**src/rtl/ah_pl2ddr_sample_packer_if.sv**
```systemverilog
// Sample input stream and packed 32-bit word output stream of the PL-to-DDR sample packer.
// The packer sits on the slave side; the sample source and word sink drive the master side.
interface ah_pl2ddr_sample_packer_if #(
    parameter int DATA_WIDTH = 1
);
    logic [DATA_WIDTH-1:0] data_in;
    logic                  data_en;
    logic [31:0]           out_data;
    logic                  out_valid;
    logic                  out_ready;

    modport master (
        output data_in,
        output data_en,
        output out_ready,
        input  out_data,
        input  out_valid
    );

    modport slave (
        input  data_in,
        input  data_en,
        input  out_ready,
        output out_data,
        output out_valid
    );
endinterface

```
**src/rtl/ah_pl2ddr_sample_packer.sv**
```systemverilog
// Packs DATA_WIDTH-bit samples (keeping 1 of N strobes) into 32-bit words, first sample in the LSBs.
// Latency: a word is offered the cycle after its last sample; the partial word is zero-filled and flushed on stop/count.
// Backpressure: out_valid/out_ready; a word completing into a full stage is dropped (overflow). AH_PL2DDR_PACKER_FIFO_EN: 4-deep FIFO stage.

`ifdef AH_PL2DDR_PACKER_FIFO_EN
// Small synchronous FIFO; DEPTH must be a power of two.
// Latency: one cycle from write to read visibility; head word is shown combinationally.
// Backpressure: wr_rdy low when DEPTH entries are held, even if a read happens that cycle.
module ah_pl2ddr_packer_fifo #(
    parameter int WIDTH = 32,
    parameter int DEPTH = 4
) (
    input  logic             clk,
    input  logic             aresetn,
    input  logic             wr_vld,
    input  logic [WIDTH-1:0] wr_dat,
    output logic             wr_rdy,
    output logic             rd_vld,
    output logic [WIDTH-1:0] rd_dat,
    input  logic             rd_rdy
);
    localparam int PTR_W = $clog2(DEPTH);

    logic [WIDTH-1:0] mem [DEPTH];
    logic [PTR_W-1:0] wr_ptr;
    logic [PTR_W-1:0] rd_ptr;
    logic [PTR_W:0]   count;
    logic             do_wr;
    logic             do_rd;

    assign wr_rdy = (count != (PTR_W+1)'(DEPTH));
    assign rd_vld = (count != '0);
    assign rd_dat = mem[rd_ptr];
    assign do_wr  = wr_vld && wr_rdy;
    assign do_rd  = rd_vld && rd_rdy;

    always_ff @(posedge clk or negedge aresetn) begin
        if (!aresetn) begin
            wr_ptr <= '0;
            rd_ptr <= '0;
            count  <= '0;
            for (int i = 0; i < DEPTH; i++) begin
                mem[i] <= '0;
            end
        end else begin
            if (do_wr) begin
                mem[wr_ptr] <= wr_dat;
                wr_ptr      <= wr_ptr + PTR_W'(1);
            end
            if (do_rd) begin
                rd_ptr <= rd_ptr + PTR_W'(1);
            end
            count <= count + (PTR_W+1)'(do_wr) - (PTR_W+1)'(do_rd);
        end
    end
endmodule
`endif

module ah_pl2ddr_sample_packer #(
    parameter int DATA_WIDTH = 1
) (
    input  logic                            clk,
    input  logic                            aresetn,
    input  logic                            start,
    input  logic                            stop,
    input  logic [31:0]                     number_samples,
    input  logic [31:0]                     undersample_factor,
    ah_pl2ddr_sample_packer_if.slave        bus,
    output logic [31:0]                     samples_collected,
    output logic [31:0]                     words_emitted,
    output logic                            busy,
    output logic                            done,
    output logic                            overflow
);
    localparam int SPW    = 32 / DATA_WIDTH;
    localparam int FILL_W = (SPW > 1) ? $clog2(SPW) : 1;
    localparam logic [FILL_W-1:0] LAST_SLOT = FILL_W'(SPW - 1);

    typedef enum logic [1:0] {IDLE, RUN, FLUSH, DONE} state_t;

    state_t              state;
    state_t              state_nxt;
    logic [31:0]         cfg_num;
    logic [31:0]         cfg_factor;
    logic [31:0]         us_cnt;
    logic [FILL_W-1:0]   fill_cnt;
    logic [31:0]         pack_word;

    logic                start_run;
    logic                accept;
    logic                push_vld;
    logic                push_en;
    logic [31:0]         push_dat;
    logic                drop;
    logic [31:0]         word_nxt;
    logic [31:0]         sc_nxt;
    logic                stage_rdy;
    logic                stage_empty;

    function automatic logic [31:0] sat_inc(input logic [31:0] v);
        return (v == 32'hFFFF_FFFF) ? v : v + 32'd1;
    endfunction

    assign busy    = (state == RUN) || (state == FLUSH);
    assign done    = (state == DONE);
    assign push_en = push_vld && stage_rdy;

    always_ff @(posedge clk or negedge aresetn) begin
        if (!aresetn) begin
            state <= IDLE;
        end else begin
            state <= state_nxt;
        end
    end

    always_comb begin
        state_nxt = state;
        start_run = 1'b0;
        accept    = 1'b0;
        push_vld  = 1'b0;
        push_dat  = pack_word;
        drop      = 1'b0;
        word_nxt  = pack_word | (32'(bus.data_in) << (32'(fill_cnt) * DATA_WIDTH));
        sc_nxt    = samples_collected;
        case (state)
            IDLE, DONE: begin
                if (start) begin
                    start_run = 1'b1;
                    state_nxt = RUN;
                end
            end
            RUN: begin
                accept = bus.data_en && (us_cnt == '0);
                if (accept) begin
                    sc_nxt = sat_inc(samples_collected);
                    if (fill_cnt == LAST_SLOT) begin
                        push_vld = 1'b1;
                        push_dat = word_nxt;
                        drop     = !stage_rdy;
                    end
                end
                // The count test uses the post-accept value so no sample beyond the limit is taken.
                if (stop || ((cfg_num != '0) && (sc_nxt >= cfg_num))) begin
                    state_nxt = FLUSH;
                end
            end
            FLUSH: begin
                if (fill_cnt != '0) begin
                    push_vld = stage_rdy;
                end else if (stage_empty) begin
                    state_nxt = DONE;
                end
            end
            default: state_nxt = IDLE;
        endcase
    end

    always_ff @(posedge clk or negedge aresetn) begin
        if (!aresetn) begin
            cfg_num           <= '0;
            cfg_factor        <= '0;
            us_cnt            <= '0;
            fill_cnt          <= '0;
            pack_word         <= '0;
            samples_collected <= '0;
            words_emitted     <= '0;
            overflow          <= 1'b0;
        end else if (start_run) begin
            cfg_num           <= number_samples;
            cfg_factor        <= undersample_factor;
            us_cnt            <= '0;
            fill_cnt          <= '0;
            pack_word         <= '0;
            samples_collected <= '0;
            words_emitted     <= '0;
            overflow          <= 1'b0;
        end else begin
            if ((state == RUN) && bus.data_en) begin
                us_cnt <= ((cfg_factor <= 32'd1) || (us_cnt == cfg_factor - 32'd1)) ? '0 : us_cnt + 32'd1;
            end
            if (accept) begin
                samples_collected <= sc_nxt;
                if (fill_cnt == LAST_SLOT) begin
                    fill_cnt  <= '0;
                    pack_word <= '0;
                end else begin
                    fill_cnt  <= fill_cnt + FILL_W'(1);
                    pack_word <= word_nxt;
                end
            end
            if ((state == FLUSH) && push_vld) begin
                fill_cnt  <= '0;
                pack_word <= '0;
            end
            if (drop) begin
                overflow <= 1'b1;
            end
            if (bus.out_valid && bus.out_ready) begin
                words_emitted <= sat_inc(words_emitted);
            end
        end
    end

`ifdef AH_PL2DDR_PACKER_FIFO_EN
    logic        fifo_rd_vld;
    logic [31:0] fifo_rd_dat;

    ah_pl2ddr_packer_fifo #(
        .WIDTH (32),
        .DEPTH (4)
    ) u_out_fifo (
        .clk     (clk),
        .aresetn (aresetn),
        .wr_vld  (push_vld),
        .wr_dat  (push_dat),
        .wr_rdy  (stage_rdy),
        .rd_vld  (fifo_rd_vld),
        .rd_dat  (fifo_rd_dat),
        .rd_rdy  (bus.out_ready)
    );

    assign stage_empty   = !fifo_rd_vld;
    assign bus.out_valid = fifo_rd_vld;
    assign bus.out_data  = fifo_rd_dat;
`else
    logic        out_vld_q;
    logic [31:0] out_dat_q;

    // A word leaving this cycle frees the register for a word arriving this cycle.
    assign stage_rdy     = !out_vld_q || bus.out_ready;
    assign stage_empty   = !out_vld_q;
    assign bus.out_valid = out_vld_q;
    assign bus.out_data  = out_dat_q;

    always_ff @(posedge clk or negedge aresetn) begin
        if (!aresetn) begin
            out_vld_q <= 1'b0;
            out_dat_q <= '0;
        end else if (push_en) begin
            out_vld_q <= 1'b1;
            out_dat_q <= push_dat;
        end else if (bus.out_ready) begin
            out_vld_q <= 1'b0;
        end
    end
`endif
endmodule

```
**src/flat_wrapper.sv**
```systemverilog
// flat-port wrapper written by rule: the top's interface ports become plain ports
module ah_pl2ddr_sample_packer_flat 
#(
    parameter int DATA_WIDTH = 1
)
  (clk, aresetn, start, stop, number_samples, undersample_factor, samples_collected, words_emitted, busy, done, overflow, bus_data_in, bus_data_en, bus_out_ready, bus_out_data, bus_out_valid);
  ah_pl2ddr_sample_packer_if #(.DATA_WIDTH(DATA_WIDTH)) bus_i ();
  input  logic clk;
  input  logic aresetn;
  input  logic start;
  input  logic stop;
  input  logic [31:0] number_samples;
  input  logic [31:0] undersample_factor;
  output logic [31:0] samples_collected;
  output logic [31:0] words_emitted;
  output logic busy;
  output logic done;
  output logic overflow;
  input wire logic [$bits(bus_i.data_in)-1:0] bus_data_in;
  input wire logic [$bits(bus_i.data_en)-1:0] bus_data_en;
  input wire logic [$bits(bus_i.out_ready)-1:0] bus_out_ready;
  output wire logic [$bits(bus_i.out_data)-1:0] bus_out_data;
  output wire logic [$bits(bus_i.out_valid)-1:0] bus_out_valid;
  assign bus_i.data_in = bus_data_in;
  assign bus_i.data_en = bus_data_en;
  assign bus_i.out_ready = bus_out_ready;
  assign bus_out_data = bus_i.out_data;
  assign bus_out_valid = bus_i.out_valid;
  ah_pl2ddr_sample_packer #(.DATA_WIDTH(DATA_WIDTH)) u_core (.clk(clk), .aresetn(aresetn), .start(start), .stop(stop), .number_samples(number_samples), .undersample_factor(undersample_factor), .bus(bus_i), .samples_collected(samples_collected), .words_emitted(words_emitted), .busy(busy), .done(done), .overflow(overflow));
endmodule
```
**config.mk**
```make
export PLATFORM = sky130hd
export DESIGN_NAME = ah_pl2ddr_sample_packer_flat
export DESIGN_NICKNAME = d
export VERILOG_FILES = /design/src/rtl/ah_pl2ddr_sample_packer_if.sv /design/src/rtl/ah_pl2ddr_sample_packer.sv /design/src/flat_wrapper.sv
export SDC_FILE = /design/constraint.sdc
export NUM_CORES = 1
export LEC_CHECK = 0
export BUFFER_PORTS_ARGS = -buffer_cell sky130_fd_sc_hd__buf_2
export CAP_MARGIN = 40
export CORE_ASPECT_RATIO = 0.9
export CORE_MARGIN = 2
export CORE_UTILIZATION = 40
export DETAILED_ROUTE_END_ITERATION = 10
export GPL_TIMING_DRIVEN = 0
export PLACE_DENSITY_LB_ADDON = 0.1
export SYNTH_ARGS = -nofsm -noshare
export SYNTH_HDL_FRONTEND = slang
export SYNTH_SLANG_ARGS = --single-unit
```
**constraint.sdc**
```tcl
create_clock -name clk -period 5.3 [get_ports clk]
set_input_delay 1.59 -clock clk [delete_from_list [all_inputs] [get_ports clk]]
set_output_delay 1.59 -clock clk [all_outputs]
set_load 0.05 [all_outputs]
```
==> reports/metrics.yaml <==
outcome: "completed"
fp.dieArea_um2: 34600
std_cell_rows: 63
hold_viol: 0
path_buf_inv: 2
ys_seq_area_share_pct: 44.1
skew_ns: 0.0206
drive_above_1_share_pct: 14.1
wl_per_cell_um: 18.1
drv_slew: 0
whs_ns: 0.470
place.gp.congestion: 0.855
crit_family: "simple AND/OR/NAND/NOR gates"
cp-start-kind: "primary input"
reg2reg_setup_slack_ns: 0.53
worstPathRequired_ns: 5.77
ctsHoldBuffers: 0
setup_violations: 0
avgSynthCellArea_um2: 8.53
synthTopCellsByArea: "dfrtp_1 (44%), nand2_1 (7.4%), nor2_1 (4.9%)"
die-height_um: 177
power.density_nw_per_um2: 434
synthCells: 1551
relSlewSlack_pct: 38.7
fin_area_um2: 15700
seq_area_um2: 5830
dpl_cell_area_um2: 14700
ioPinCount: 171
synth_edf_count: 0
min_path_cells: 2
synth-seq-cells: 233
r2r_start: "u_core.us_cnt[0]$_DFFE_PN0P_"
ff2ff_path_depth: 21
grt_pass1_wl_um: 63800
die_x_um: 196
clk_pin_slew_ns: 0.06
hp-start: "u_core.bus.out_data[28]$_DFFE_PN0P_"
worst-endpoint-arrival_ns: 5.54
reg2reg_to: "u_core.state[1]$_DFFE_PN0P_"
dpl.hpwl_um: 29300
numCtsBuffers: 27
synth_area_leader_cell: "dfrtp_1"
htree_num_levels: 1
cpMaxStageDelayCell: "nor3_4"
firstDrtPassIters: 5
hold_end: "u_core.bus.out_data[28]$_DFFE_PN0P_"
yosys_most_used_dff: "dfrtp_1"
synth_area_um2: 13200
cp.depth: 20
cts.root.buffer_cell: "clkbuf_16"
start_util_pct: 40.4
cap_violations: 0
vias_per_cell: 5.42
antenna_found_initial: 1
fin_util_pct: 47.7
critical_path_class: "primary input to register"
synth_top_area_share_pct: 44.1
num-nets-final: 1875
routed_wl_um: 39900
layout_min_cycle_time_ns: 5.07
area_growth_syn_to_layout_pct: 18.3
mostFrequentLayoutCells: "nand2_1 (260), dfrtp_1 (233), buf_2 (177)"
drc_errors: 0
cts_tree: "done"
clockBufferDepth: 3
grt-ovfl-total: 0
p_leak_nw: 7.52
crit_fanout: 7
layout_commonest_cell: "nand2_1"
cts_sinks: 233
multi_input_area_um2: 6860
setup_tns_ns: 0
worstMarginPinSlew_ns: 0.917
fin_crit_sh_pct: 95.7
core_area_um2: 32800
path_cells: "buf_2 > nor4b_1 > nand4_1 > nor3_2 > buf_2 > nand4_1 > nor3_4 > nand2_2 > nor2_1 > xor2_1 > ha_1 > a21o_1 > a21o_1 > a21oi_1 > o21ai_0 > nand2_1 > nand2_1 > a41o_1 > or3_1 > nand3_1"
vdd_ir_drop_max_uv: 260
timing.fmax_mhz: 197
grt_pass1_vias: 11600
clkLatencyLatePin_ns: 0.54
cp-end-kind: "register"
first_iter_violations: 739
power_mw: 6.79
yosys_warnings: 0
syn_nets: 1667
vias: 11900
grtUsageTotal_pct: 23.1
antenna_left: 0
n_fill_cell: 3270
port_buffers: 170
slowest_delay_ns: 0.35
holdCritPathClass: "register to register"
ys_types: 66
synthArstFlopShare_pct: 100
grt_max_degree: 99
==> Yosys cell counts, types with 29 or more instances <==
library cell  number
nor3_1            33
nand4_1           29
nor4_1            39
xnor2_1           59
a21oi_1           96
o21ai_0           94
xor2_1            67
inv_1             51
nand2_1          261
ha_1              45
nor2_1           174
dfrtp_1          233
nand3_1           64
clkbuf_1          68
==> kinds of logic (layout without fill, tap and decap cells) <==
family	after synthesis	after routing	synth area share [%]
compound gates	291	291	13.2
xor+xnor	126	126	8.34
fa+ha+maj	45	45	4.25
buf+inv	137	363	4.29
flops	233	233	44.1
mux	3	3	0.255
other cells	0	1	0
simple gates	716	716	25.6
==> state kept, by name, summed over array words and instances (netlist names) <==
| register | cells |
|---|---|
| u_core.bus.out_data | 32 |
| u_core.bus.out_valid | 1 |
| u_core.cfg_factor | 32 |
| u_core.cfg_num | 32 |
| u_core.fill_cnt | 5 |
| u_core.overflow | 1 |
| u_core.pack_word | 32 |
| u_core.samples_collected | 32 |
| u_core.state | 2 |
| u_core.us_cnt | 32 |
| u_core.words_emitted | 32 |
==> worst max-delay path by stage <==
stage | end | start
CTS | u_core.state[1]$_DFFE_PN0P_ | bus_data_en
floorplan | u_core.state[1]$_DFFE_PN0P_ | bus_data_en
global placement | u_core.words_emitted[22]$_DFFE_PN0P_ | aresetn
detailed placement | u_core.state[1]$_DFFE_PN0P_ | bus_data_en
finish | u_core.state[1]$_DFFE_PN0P_ | bus_data_en
global route | u_core.state[1]$_DFFE_PN0P_ | bus_data_en
==> layout make-up <==
class	instances	area share, %
Antenna cell	1	0.0160
Buffer	85	2.38
Clock buffer	42	5.25
Clock inverter	5	0.496
Inverter	51	1.22
Multi-Input combinational cell	1181	43.8
Sequential cell	233	37.3
Tap cell	422	3.37
Timing Repair Buffer	180	6.18
==> worst min-delay path: stages, from the launching register on <==
cell and delay, ns:
dfrtp_1 0.33, nand2_1 0.04, o21ai_0 0.06
==> metal layers <==
metal	GRT usage (%)	vias to the layer above	share of wire, %
li1	-	5802	-
met1	33.3	5788	48
met2	36.7	275	45
met3	3.08	55	4.5
met4	6.00	0	2.4
met5	0	-	0
==> report_power, final <==
group	internal, mW	switching [mW]	leakage (nW)
registers	2.09	0.278	3.14
clock network	1.15	0.760	0.441
logic	0.772	1.74	3.94
==> timing repair <==
action	in CTS	in global routing
pin swaps	1	1
setup buffers	1	0
endpoints found under the setup margin	2	2
gates resized for setup	2	4
==> per-stage QoR <==
stage	worst slack [ns]	std cells
CTS	0.0349	2198
global route	-0.00365	2200
finish	0.226	2200
floorplan	0.336	1551
global placement	-1.87	2143
detailed placement	-0.940	2151
Power figures use the tool's default switching activity.
